## src/rtl/booth_pkg.sv

```systemverilog
// Shared types and constants for the radix-4 Booth multiplier.
// Digit codes, FSM states and the triplet-to-digit recoder.
package booth_pkg;

  localparam int BOOTH_ITER = 17;
  localparam int PROD_W     = 64;

  typedef enum logic [2:0] {
    ZERO = 3'b000,
    POS1 = 3'b001,
    POS2 = 3'b010,
    NEG1 = 3'b101,
    NEG2 = 3'b110
  } digit_t;

  typedef enum logic {
    IDLE = 1'b0,
    RUN  = 1'b1
  } state_t;

  function automatic digit_t booth_digit(input logic [2:0] t);
    digit_t d;
    d = ZERO;
    unique case (t)
      3'b000, 3'b111: d = ZERO;
      3'b001, 3'b010: d = POS1;
      3'b011:         d = POS2;
      3'b100:         d = NEG2;
      3'b101, 3'b110: d = NEG1;
      default:        d = ZERO;
    endcase
    return d;
  endfunction

endpackage

```

## src/rtl/booth_mult_seq_pp_gen.sv

```systemverilog
// Combinational Booth partial-product generator:
// digit(triplet) * aext, shifted left by 2*idx.
module booth_pp_gen
  import booth_pkg::*;
(
  input  logic [2:0]        triplet,
  input  logic [PROD_W-1:0] aext,
  input  logic [4:0]        idx,
  output logic [PROD_W-1:0] pp
);

  digit_t            digit;
  logic [PROD_W-1:0] mag;
  logic              neg;

  assign digit = booth_digit(triplet);

  always_comb begin
    mag = '0;
    neg = 1'b0;
    unique case (digit)
      ZERO: mag = '0;
      POS1: mag = aext;
      POS2: mag = aext << 1;
      NEG1: begin
        mag = aext;
        neg = 1'b1;
      end
      NEG2: begin
        mag = aext << 1;
        neg = 1'b1;
      end
      default: mag = '0;
    endcase
    pp = (neg ? (~mag + 64'd1) : mag) << {idx, 1'b0};
  end

endmodule

```

## src/rtl/booth_mult_seq.sv

```systemverilog
// Iterative radix-4 Booth multiplier, one partial product per clock.
// Define BOOTH_EARLY_EXIT_EN to stop once remaining digits are all zero.
module booth_mult_seq
  import booth_pkg::*;
#(
  parameter int WIDTH = 32
) (
  input  logic                 Clk,
  input  logic                 Rst_n,
  input  logic                 Start,
  input  logic                 Sign,
  input  logic [WIDTH-1:0]     A,
  input  logic [WIDTH-1:0]     B,
  output logic                 Busy,
  output logic                 Done,
  output logic [2*WIDTH-1:0]   Product
);

  state_t            state;
  logic [PROD_W-1:0] aext;
  logic [PROD_W-1:0] acc;
  logic [PROD_W-1:0] acc_nxt;
  logic [PROD_W-1:0] pp;
  // {Bext, b(-1)}; arithmetic right shift keeps bsh[2:0] as the triplet
  logic [34:0]       bsh;
  logic [4:0]        cnt;
  logic              last;
  logic              finish;

  booth_pp_gen u_pp (
    .triplet (bsh[2:0]),
    .aext    (aext),
    .idx     (cnt),
    .pp      (pp)
  );

  assign acc_nxt = acc + pp;
  assign last    = (cnt == 5'(BOOTH_ITER - 1));

`ifdef BOOTH_EARLY_EXIT_EN
  assign finish = last | (&bsh[34:2]) | ~(|bsh[34:2]);
`else
  assign finish = last;
`endif

  always_ff @(posedge Clk or negedge Rst_n) begin
    if (!Rst_n) begin
      state   <= IDLE;
      Busy    <= 1'b0;
      Done    <= 1'b0;
      Product <= '0;
      acc     <= '0;
      cnt     <= '0;
      aext    <= '0;
      bsh     <= '0;
    end else begin
      Done <= 1'b0;
      unique case (state)
        IDLE: begin
          if (Start) begin
            aext  <= Sign ? {{32{A[31]}}, A} : {32'h0, A};
            bsh   <= {{2{Sign & B[31]}}, B, 1'b0};
            acc   <= '0;
            cnt   <= '0;
            Busy  <= 1'b1;
            state <= RUN;
          end
        end
        RUN: begin
          acc <= acc_nxt;
          bsh <= {bsh[34], bsh[34], bsh[34:2]};
          cnt <= cnt + 5'd1;
          if (finish) begin
            Product <= acc_nxt;
            Done    <= 1'b1;
            Busy    <= 1'b0;
            state   <= IDLE;
          end
        end
        default: state <= IDLE;
      endcase
    end
  end

endmodule
```

## config.mk

```make
export PLATFORM = sky130hd
export DESIGN_NAME = booth_mult_seq
export DESIGN_NICKNAME = d
export VERILOG_FILES = /design/src/rtl/booth_pkg.sv /design/src/rtl/booth_mult_seq_pp_gen.sv /design/src/rtl/booth_mult_seq.sv
export SDC_FILE = /design/constraint.sdc
export NUM_CORES = 1
export LEC_CHECK = 0
export BUFFER_PORTS_ARGS = -buffer_cell sky130_fd_sc_hd__buf_2
export CAP_MARGIN = 20
export CORE_ASPECT_RATIO = 1.5
export CORE_MARGIN = 1.5
export CORE_UTILIZATION = 35
export CTS_CLUSTER_DIAMETER = 150
export CTS_CLUSTER_SIZE = 40
export DETAILED_ROUTE_END_ITERATION = 6
export GPL_TIMING_DRIVEN = 0
export SYNTH_ARGS = -nofsm -noshare
export SYNTH_HDL_FRONTEND = slang
export SYNTH_HIERARCHICAL = 1
export SYNTH_SLANG_ARGS = --single-unit
```

## constraint.sdc

```tcl
create_clock -name Clk -period 9.5 [get_ports Clk]
set_input_delay 1.425 -clock Clk [delete_from_list [all_inputs] [get_ports Clk]]
set_output_delay 1.425 -clock Clk [all_outputs]
set_load 0.02 [all_outputs]
```

Word level (Yosys, flattened, before mapping)
Memory sizes are Yosys's and may differ from the RTL's.
Cells that the tools add are included.
{ "word_totals": {"memories": 1, "ff_bits": 235, "elab_cells": 49, "output_inout_bits": 66, "mem_bits_ro": 24} }
{ "op_classes": {"addsub": 3, "n_eq_ne": 7, "reduce_logical": 7, "n_mux": 18, "n_bitwise": 3, "shift": 1} }
{ "memory_table": {"columns": ["memory", "words", "word_bits", "rd", "rd_ports_with_merged_regs", "write_ports", "line", "text"], "rows": [
  ["(name not given)", 8, 3, 1, 0, 0, "booth_pkg.sv:24", "unique case (t)"]
]} }
{ "op_table": {"columns": ["op", "n"], "rows": [
  ["case mux 64 bit (2 select lines)", 2],
  ["2-to-1 mux 64 bit", 3],
  ["case mux 35 bit (2 select lines)", 1],
  ["adder 64 x 1 -> 64 bit (second input constant)", 1],
  ["adder 64 bit", 1],
  ["inverter 64 bit", 1],
  ["<< shifter 64 x 6 -> 64 bit", 1],
  ["2-to-1 mux 35 bit", 1],
  ["case mux 5 bit (2 select lines)", 1],
  ["AND reduction 2 bit", 4],
  ["2-to-1 mux 1 bit", 7],
  ["== test 3 bit (second input constant)", 2],
  ["OR reduction 2 bit", 3],
  ["adder 5 x 1 -> 5 bit (second input constant)", 1],
  ["== test 5 bit (second input constant)", 1],
  ["2-to-1 mux 5 bit", 1],
  ["case mux 1 bit (2 select lines)", 2],
  ["== test 3 x 1 -> 1 bit (second input constant)", 1],
  ["== test 3 x 2 -> 1 bit (second input constant)", 1],
  ["inequality test 2 x 1 -> 1 bit (second input constant)", 1],
  ["inequality test 2 bit (second input constant)", 1],
  ["bitwise AND 1 bit", 1],
  ["inverter 1 bit", 1]
]} }

Depth between registers and ports, before layout
An unclocked memory read counts as a cell.
{ "depth": {"ltp_word": 10, "depth_mapped": 36, "mapped_depth_nobuf": 29} }

Hierarchy
Netlist, hierarchy kept.
{ "by_module_without_submodules": {"columns": ["mod", "seq_area_each_um2", "area_per_inst_um2", "cells_per_inst", "instances"], "rows": [
  ["booth_mult_seq", 5104.9, 11458.5, 1175, 1],
  ["booth_pp_gen", 0.0, 8176.6, 1229, 1]
]} }

Least setup slack after synthesis
No wires, ideal clock.
{ "synth_timing": {"kind": "flip-flop to flip-flop", "startpoint": "register aext[62]", "endpoint": "register Product[59]", "synth_period_minus_slack_ps": 7267, "arrival_ps": 7142, "setup_slack_ps": 2233, "stages_incl_launch_ff": 22, "setup_ps": 125, "path_buffers": 1, "cell_sequence": "dfrtp_1 o21ai_0 a31oi_2 nor4_4 a21oi_1 xor2_1 mux4_2 nand2_1 o211ai_1 o21a_1 ha_1 clkbuf_1 a21o_1 a21o_1 a21o_1 a221o_1 or3_1 o221a_2 o21ai_2 o21ai_1 xor2_1 mux2_2"} }
{ "synth_between": {"elab_chain_cells": 6} }
{ "synth_rtl": {"columns": ["item", "line", "text"], "rows": [
  ["start, declared", "booth_mult_seq.sv:20", "logic [PROD_W-1:0] aext;"],
  ["start signal, assigned", "booth_mult_seq.sv:61", "aext <= Sign ? {{32{A[31]}}, A} : {32'h0, A};"],
  ["case mux 64 bit (2 select lines) *", "booth_mult_seq_pp_gen.sv:21", "unique case (digit)"],
  ["inverter 64 bit", "booth_mult_seq_pp_gen.sv:35", "pp = (neg ? (~mag + 64'd1) : mag) << {idx, 1'b0};"],
  ["adder 64 x 1 -> 64 bit", "booth_mult_seq_pp_gen.sv:35", null],
  ["2-to-1 mux 64 bit *", "booth_mult_seq_pp_gen.sv:35", null],
  ["<< shifter 64 x 6 -> 64 bit *", "booth_mult_seq_pp_gen.sv:35", null],
  ["named net pp[46]", "booth_mult_seq.sv:23", "logic [PROD_W-1:0] pp;"],
  ["adder 64 bit *", "booth_mult_seq.sv:37", "assign acc_nxt = acc + pp;"],
  ["end signal, assigned", "booth_mult_seq.sv:74", "Product <= acc_nxt;"],
  ["end, declared", "booth_mult_seq.sv:16", "output logic [2*WIDTH-1:0] Product"]
]} }
The timed path passes the listed nets; every way through them passes the cells marked *.
A chain may end at the register's enable or synchronous reset.

Final worst setup path
{ "layout_timing": {"startpoint": "register bsh[1]", "endpoint": "register Product[61]"} }
{ "layout_between": {"elab_chain_cells": 9} }
{ "layout_rtl": {"columns": ["item", "line", "text"], "rows": [
  ["start, declared", "booth_mult_seq.sv:25", "logic [34:0] bsh;"],
  ["start signal, assigned", "booth_mult_seq.sv:62", "bsh <= {{2{Sign & B[31]}}, B, 1'b0};"],
  ["start signal, assigned", "booth_mult_seq.sv:71", "bsh <= {bsh[34], bsh[34], bsh[34:2]};"],
  ["memory read (8 x 3 bit) *", null, null],
  ["== test 3 x 2 -> 1 bit, or another cell as far along", "booth_mult_seq_pp_gen.sv:21", null],
  ["OR reduction 2 bit (no source line)", null, null],
  ["case mux 64 bit (2 select lines)", "booth_mult_seq_pp_gen.sv:21", null],
  ["inverter 64 bit", "booth_mult_seq_pp_gen.sv:35", null],
  ["adder 64 x 1 -> 64 bit", "booth_mult_seq_pp_gen.sv:35", null],
  ["2-to-1 mux 64 bit *", "booth_mult_seq_pp_gen.sv:35", null],
  ["<< shifter 64 x 6 -> 64 bit *", "booth_mult_seq_pp_gen.sv:35", null],
  ["named net pp[12]", "booth_mult_seq.sv:23", null],
  ["adder 64 bit *", "booth_mult_seq.sv:37", null]
]} }
Marks and branches as above.

==> results.md <==
- The flow ran to the end, and the final reports show no timing, DRC or antenna violations.
- At the end of the flow, the number of nets in the layout was 2694.
- The dominant combinational cell family by area after synthesis is compound AO/OA/AOI/OAI gates.
- After global routing the overflow that remains totals 0.
- The worst setup path is launched from a register.
- The count of input and output buffers is 133.
- The multiplexer share of the synthesized area is about 10%.
- After layout, the minimum clock period comes to 9.15 ns.
- The max-slew violation count is 0.
- The standard-cell row count is about 110.
- After filler insertion, the fill cell instance count of the layout stands at 5814.
- The tree is rooted in a clkbuf_16.
- The final non-filler cell area is 21600 µm².
- The global-route total usage across every layer is around 31%.
- The endpoint class of the critical path is a register.
- On the final layout, the worst hold slack is about 0.49 ns.
- The peak clock frequency supported by timing is 109 MHz.
- The starting utilization of the core area is 35.3%.
- In this run, synthesis inferred 0 flip-flops with an integrated enable.
- For this block, the via count after detailed routing is between 20000 and 25000.
- The measured slew at the worst slew-check pin is ~1.3 ns.
- The boundary pin count is 134.
- Counting instances, the worst hold path has a depth of 2.
- The clock-pin slew on the worst setup and hold paths is 0.15 ns.
- The async set-or-reset flop fraction in the synthesized netlist is 100%.
- Headroom to the max-slew limit came out at 16.2%.
- Between clock sinks in the finished design, the worst skew comes to 0.0511 ns.
- The post-route non-filler standard cell count is between 3000 and 4000.
- The first global-routing pass estimated 133000 µm of wire.
- After detailed routing, the average wire length per cell comes to 27.7 µm.
- The die outline area is approximately 58000 µm².
- Once detailed placement completed, the half-perimeter wirelength came to around 73000 µm.
- The number of clock buffers added by TritonCTS is 9.
- The routed design uses 43500 µm of met2 wire.
- Summing the sequential cell areas from Yosys gives 26.0% of the chip area.
- The signal arrival time at the worst endpoint is around 9.6 ns.
- The DRC violation count after routing is 0.
- The die is 293 µm tall.
- Synthesis produced a netlist whose cell count is 2404.
- Across the run, the number of max-cap violations was 0.
- The largest net degree at the start of global routing is 111.
- In the final layout, the share of cells above drive strength 1 is 15.4%.
- The stage delay of the slowest cell on the critical path is slightly above 0.8 ns.
- The mean cell area of the mapped netlist is 8.17 µm².
- The clock passes through at most 3 buffers.
- The worst hold path class is reg2reg.
- The placed cell count is 3243.
- Among all flip-flop cells after synthesis, the most frequent one is dfrtp_1.
- Counting every net in the synthesized netlist gives 2544.
- The detailed-route wire length is 90200 µm.
- Setup violations remaining at the end of the flow were counted as 0.
- The total negative setup slack is 0 ns.
- The highest metal layer carrying signal wires in the routed design is met4.
- The cell count of the worst reg-to-reg path is 28.
- The final weighted congestion of routability-driven global placement is 1.06.
- After Yosys synthesis, XOR and XNOR cells account for under 10% of the synthesized area.
- The count of buffers added by post-CTS timing repair for setup is 0.
- For this design, the CTS-stage hold fixing added 0 buffers.
- From left edge to right edge, the die measures around 200 µm.
- For this design, the slowest cell found on the critical path is a21oi_1.
- The count of nets left with antenna violations once routing finished came out at 0.
- The number of endpoints with negative hold slack in the final report is 0.
- Clock latency on the worst-skew pair, taken at its later pin, is roughly 0.54 ns.
- The via count of the first global-routing pass was 20200.
- The number of iterations in the first detailed-routing pass is 7.
- The starting DRC count in detailed routing is 1971.
- The number of storage elements in the synthesis netlist is around 200.
- Gates resized during post-CTS repair numbered 0.
- Relative to the synthesized area, the layout overhead comes to 9.93%.
- Summing the areas of all and, or, nand and nor instances in the mapped netlist gives 20.3% of the synthesized area.
- By startpoint and endpoint, the worst setup path is classified as reg2reg.
- The clock sink count is 204.
- Data on the critical path is required at its endpoint by between 9 and 10 ns.
- The CTS tree is done.
- In this run the cell area measured after placement is 21300 µm².
- For this run, the number of Yosys warnings is 6.
- The post-route met1 wirelength is roughly 32000 µm.
- In this run the number of H-tree levels came out at 1.
- The cell area after technology mapping is 19600 µm².
- The number of antenna violations at the first check in global routing came to 1.
- The complex-gate fraction of the synthesized area is 29.6%.
- The wire length on met3 is between 5000 and 6000 µm.
- The area of the core is about 56000 µm².
- Setup repair after global routing left no endpoint under its margin.
- The arithmetic-cell share of the synthesized area counting full adders, half adders and majority gates is 4.63%.
- The maximum net fanout on the critical path is 10.
- The distinct cell type count of the synthesized netlist is ~110.
- The mean number of vias per cell is 6.37.
- The fraction of the cycle the final worst path needs is 96.3%.
layout by cell type (no fill, tap or decap), types with 14 or more instances in the layout:
| cell type | count |
|---|---|
| nand2_1 | 324 |
| nor2_1 | 211 |
| dfrtp_1 | 203 |
| buf_2 | 155 |
| o21ai_0 | 142 |
| a21oi_1 | 128 |
| clkbuf_1 | 109 |
| mux2i_1 | 85 |
| a22o_1 | 78 |
| mux2_2 | 73 |
| ha_1 | 71 |
| xnor2_1 | 62 |
| a22oi_1 | 54 |
| nand3_1 | 49 |
| a21o_1 | 48 |
| nor3_1 | 47 |
| a31oi_1 | 42 |
| o211ai_1 | 38 |
| xor2_1 | 34 |
| nand4_1 | 30 |
| a211oi_1 | 29 |
| inv_1 | 27 |
| o22ai_1 | 26 |
| buf_1 | 25 |
| o21a_1 | 23 |
| and2_1 | 23 |
| nor4_1 | 21 |
| or3_1 | 18 |
| or2_2 | 18 |
| and3_1 | 17 |
| o21ai_1 | 15 |
| nand2b_1 | 14 |
| mux4_2 | 14 |
sequential cells by signal, summed over array words and instances (netlist names):
name and flops:
Done 1, cnt 5, state 1, Product 64, acc 64, bsh 35
aext 33, Busy 1
logic make-up (layout without fill, tap and decap cells):
family / count (synthesis) / count (layout)
compound gates: 805 / 805
mux: 172 / 172
buf+inv: 214 / 365
fa+ha+maj: 72 / 72
flops: 204 / 204
xor+xnor: 96 / 96
simple gates: 841 / 841
other cells: 0 / 2
through the flow:
stage	setup WS, ns	utilization, %
after detailed placement	0.195	38.3
after CTS	0.154	38.8
after global placement	-0.178	38.1
after global routing	0.0233	38.8
final	0.352	38.8
after floorplan	2.23	-
cell usage after synthesis, types with 15 or more instances:
| library cell | instances | area share (%) |
|---|---|---|
| o21a_1 | 23 | 0.88 |
| o21ai_0 | 142 | 3.6 |
| xnor2_1 | 62 | 2.8 |
| and3_1 | 17 | 0.54 |
| a31oi_1 | 42 | 1.3 |
| nor3_1 | 47 | 1.2 |
| nor4_1 | 21 | 0.67 |
| mux2_2 | 73 | 4.2 |
| xor2_1 | 34 | 1.5 |
| o211ai_1 | 38 | 1.5 |
| buf_1 | 26 | 0.50 |
| or2_2 | 18 | 0.57 |
| a211oi_1 | 29 | 1.1 |
| a22o_1 | 78 | 3.5 |
| nand2_1 | 324 | 6.2 |
| mux2i_1 | 85 | 4.3 |
| o22ai_1 | 26 | 0.83 |
| nand3_1 | 49 | 1.2 |
| and2_1 | 23 | 0.73 |
| nand4_1 | 30 | 0.96 |
| a21oi_1 | 128 | 3.3 |
| ha_1 | 71 | 4.5 |
| o21ai_1 | 15 | 0.38 |
| inv_1 | 27 | 0.52 |
| or3_1 | 18 | 0.57 |
| a22oi_1 | 54 | 2.1 |
| dfrtp_1 | 204 | 26 |
| clkbuf_1 | 108 | 2.1 |
| nor2_1 | 211 | 4.0 |
| buf_2 | 23 | 0.59 |
| a21o_1 | 48 | 1.8 |
cell type report:
class / instances / area [µm²] / share of cell area (%)
plain buffers: 182 / 865 / 4.01
inverters: 31 / 116 / 0.539
flip-flops and latches: 204 / 5110 / 23.7
well taps: 702 / 878 / 4.07
repair buffers: 140 / 783 / 3.63
clock inverters: 2 / 37.5 / 0.174
multi-input cells: 1986 / 13600 / 62.8
clock buffers: 10 / 229 / 1.06
diodes: 2 / 5.00 / 0.0232
path summary, 6_finish.rpt:
check | from | endpoint | slack [ns]
setup / recovery | bsh[1] | Product[61] | 0.35
hold / removal | Product[26] | Product[26] | 0.49
setup reg to reg | bsh[1] | Product[61] | 0.35
hold reg to reg | Product[26] | Product[26] | 0.49
max in group asynchronous | Rst_n | aext[62] | 7.54
min in group asynchronous | Rst_n | Product[6] | 0.87
worst max-delay path, delay by kind of cell, from the launching register on:
family / cells / cell delay [ns]
AOI/OAI and AO/OA: 7 / 3.20
buffers and inverters: 7 / 2.08
and+or+nand+nor: 7 / 1.51
muxes: 3 / 1.02
adders and majority gates: 3 / 0.59
DFF: 1 / 0.44
xor gates and xnor gates: 1 / 0.15
layer usage:
metal | vias to the layer above | GRT usage, %
li1 | 9321 | -
met1 | 10000 | 33.4
met2 | 1046 | 54.1
met3 | 377 | 4.37
met4 | 0 | 25.0
met5 | - | 0
Power is left out: the tool's default activity adds up to more than one toggle a clock period on the data nets, which glitch-free logic cannot reach.
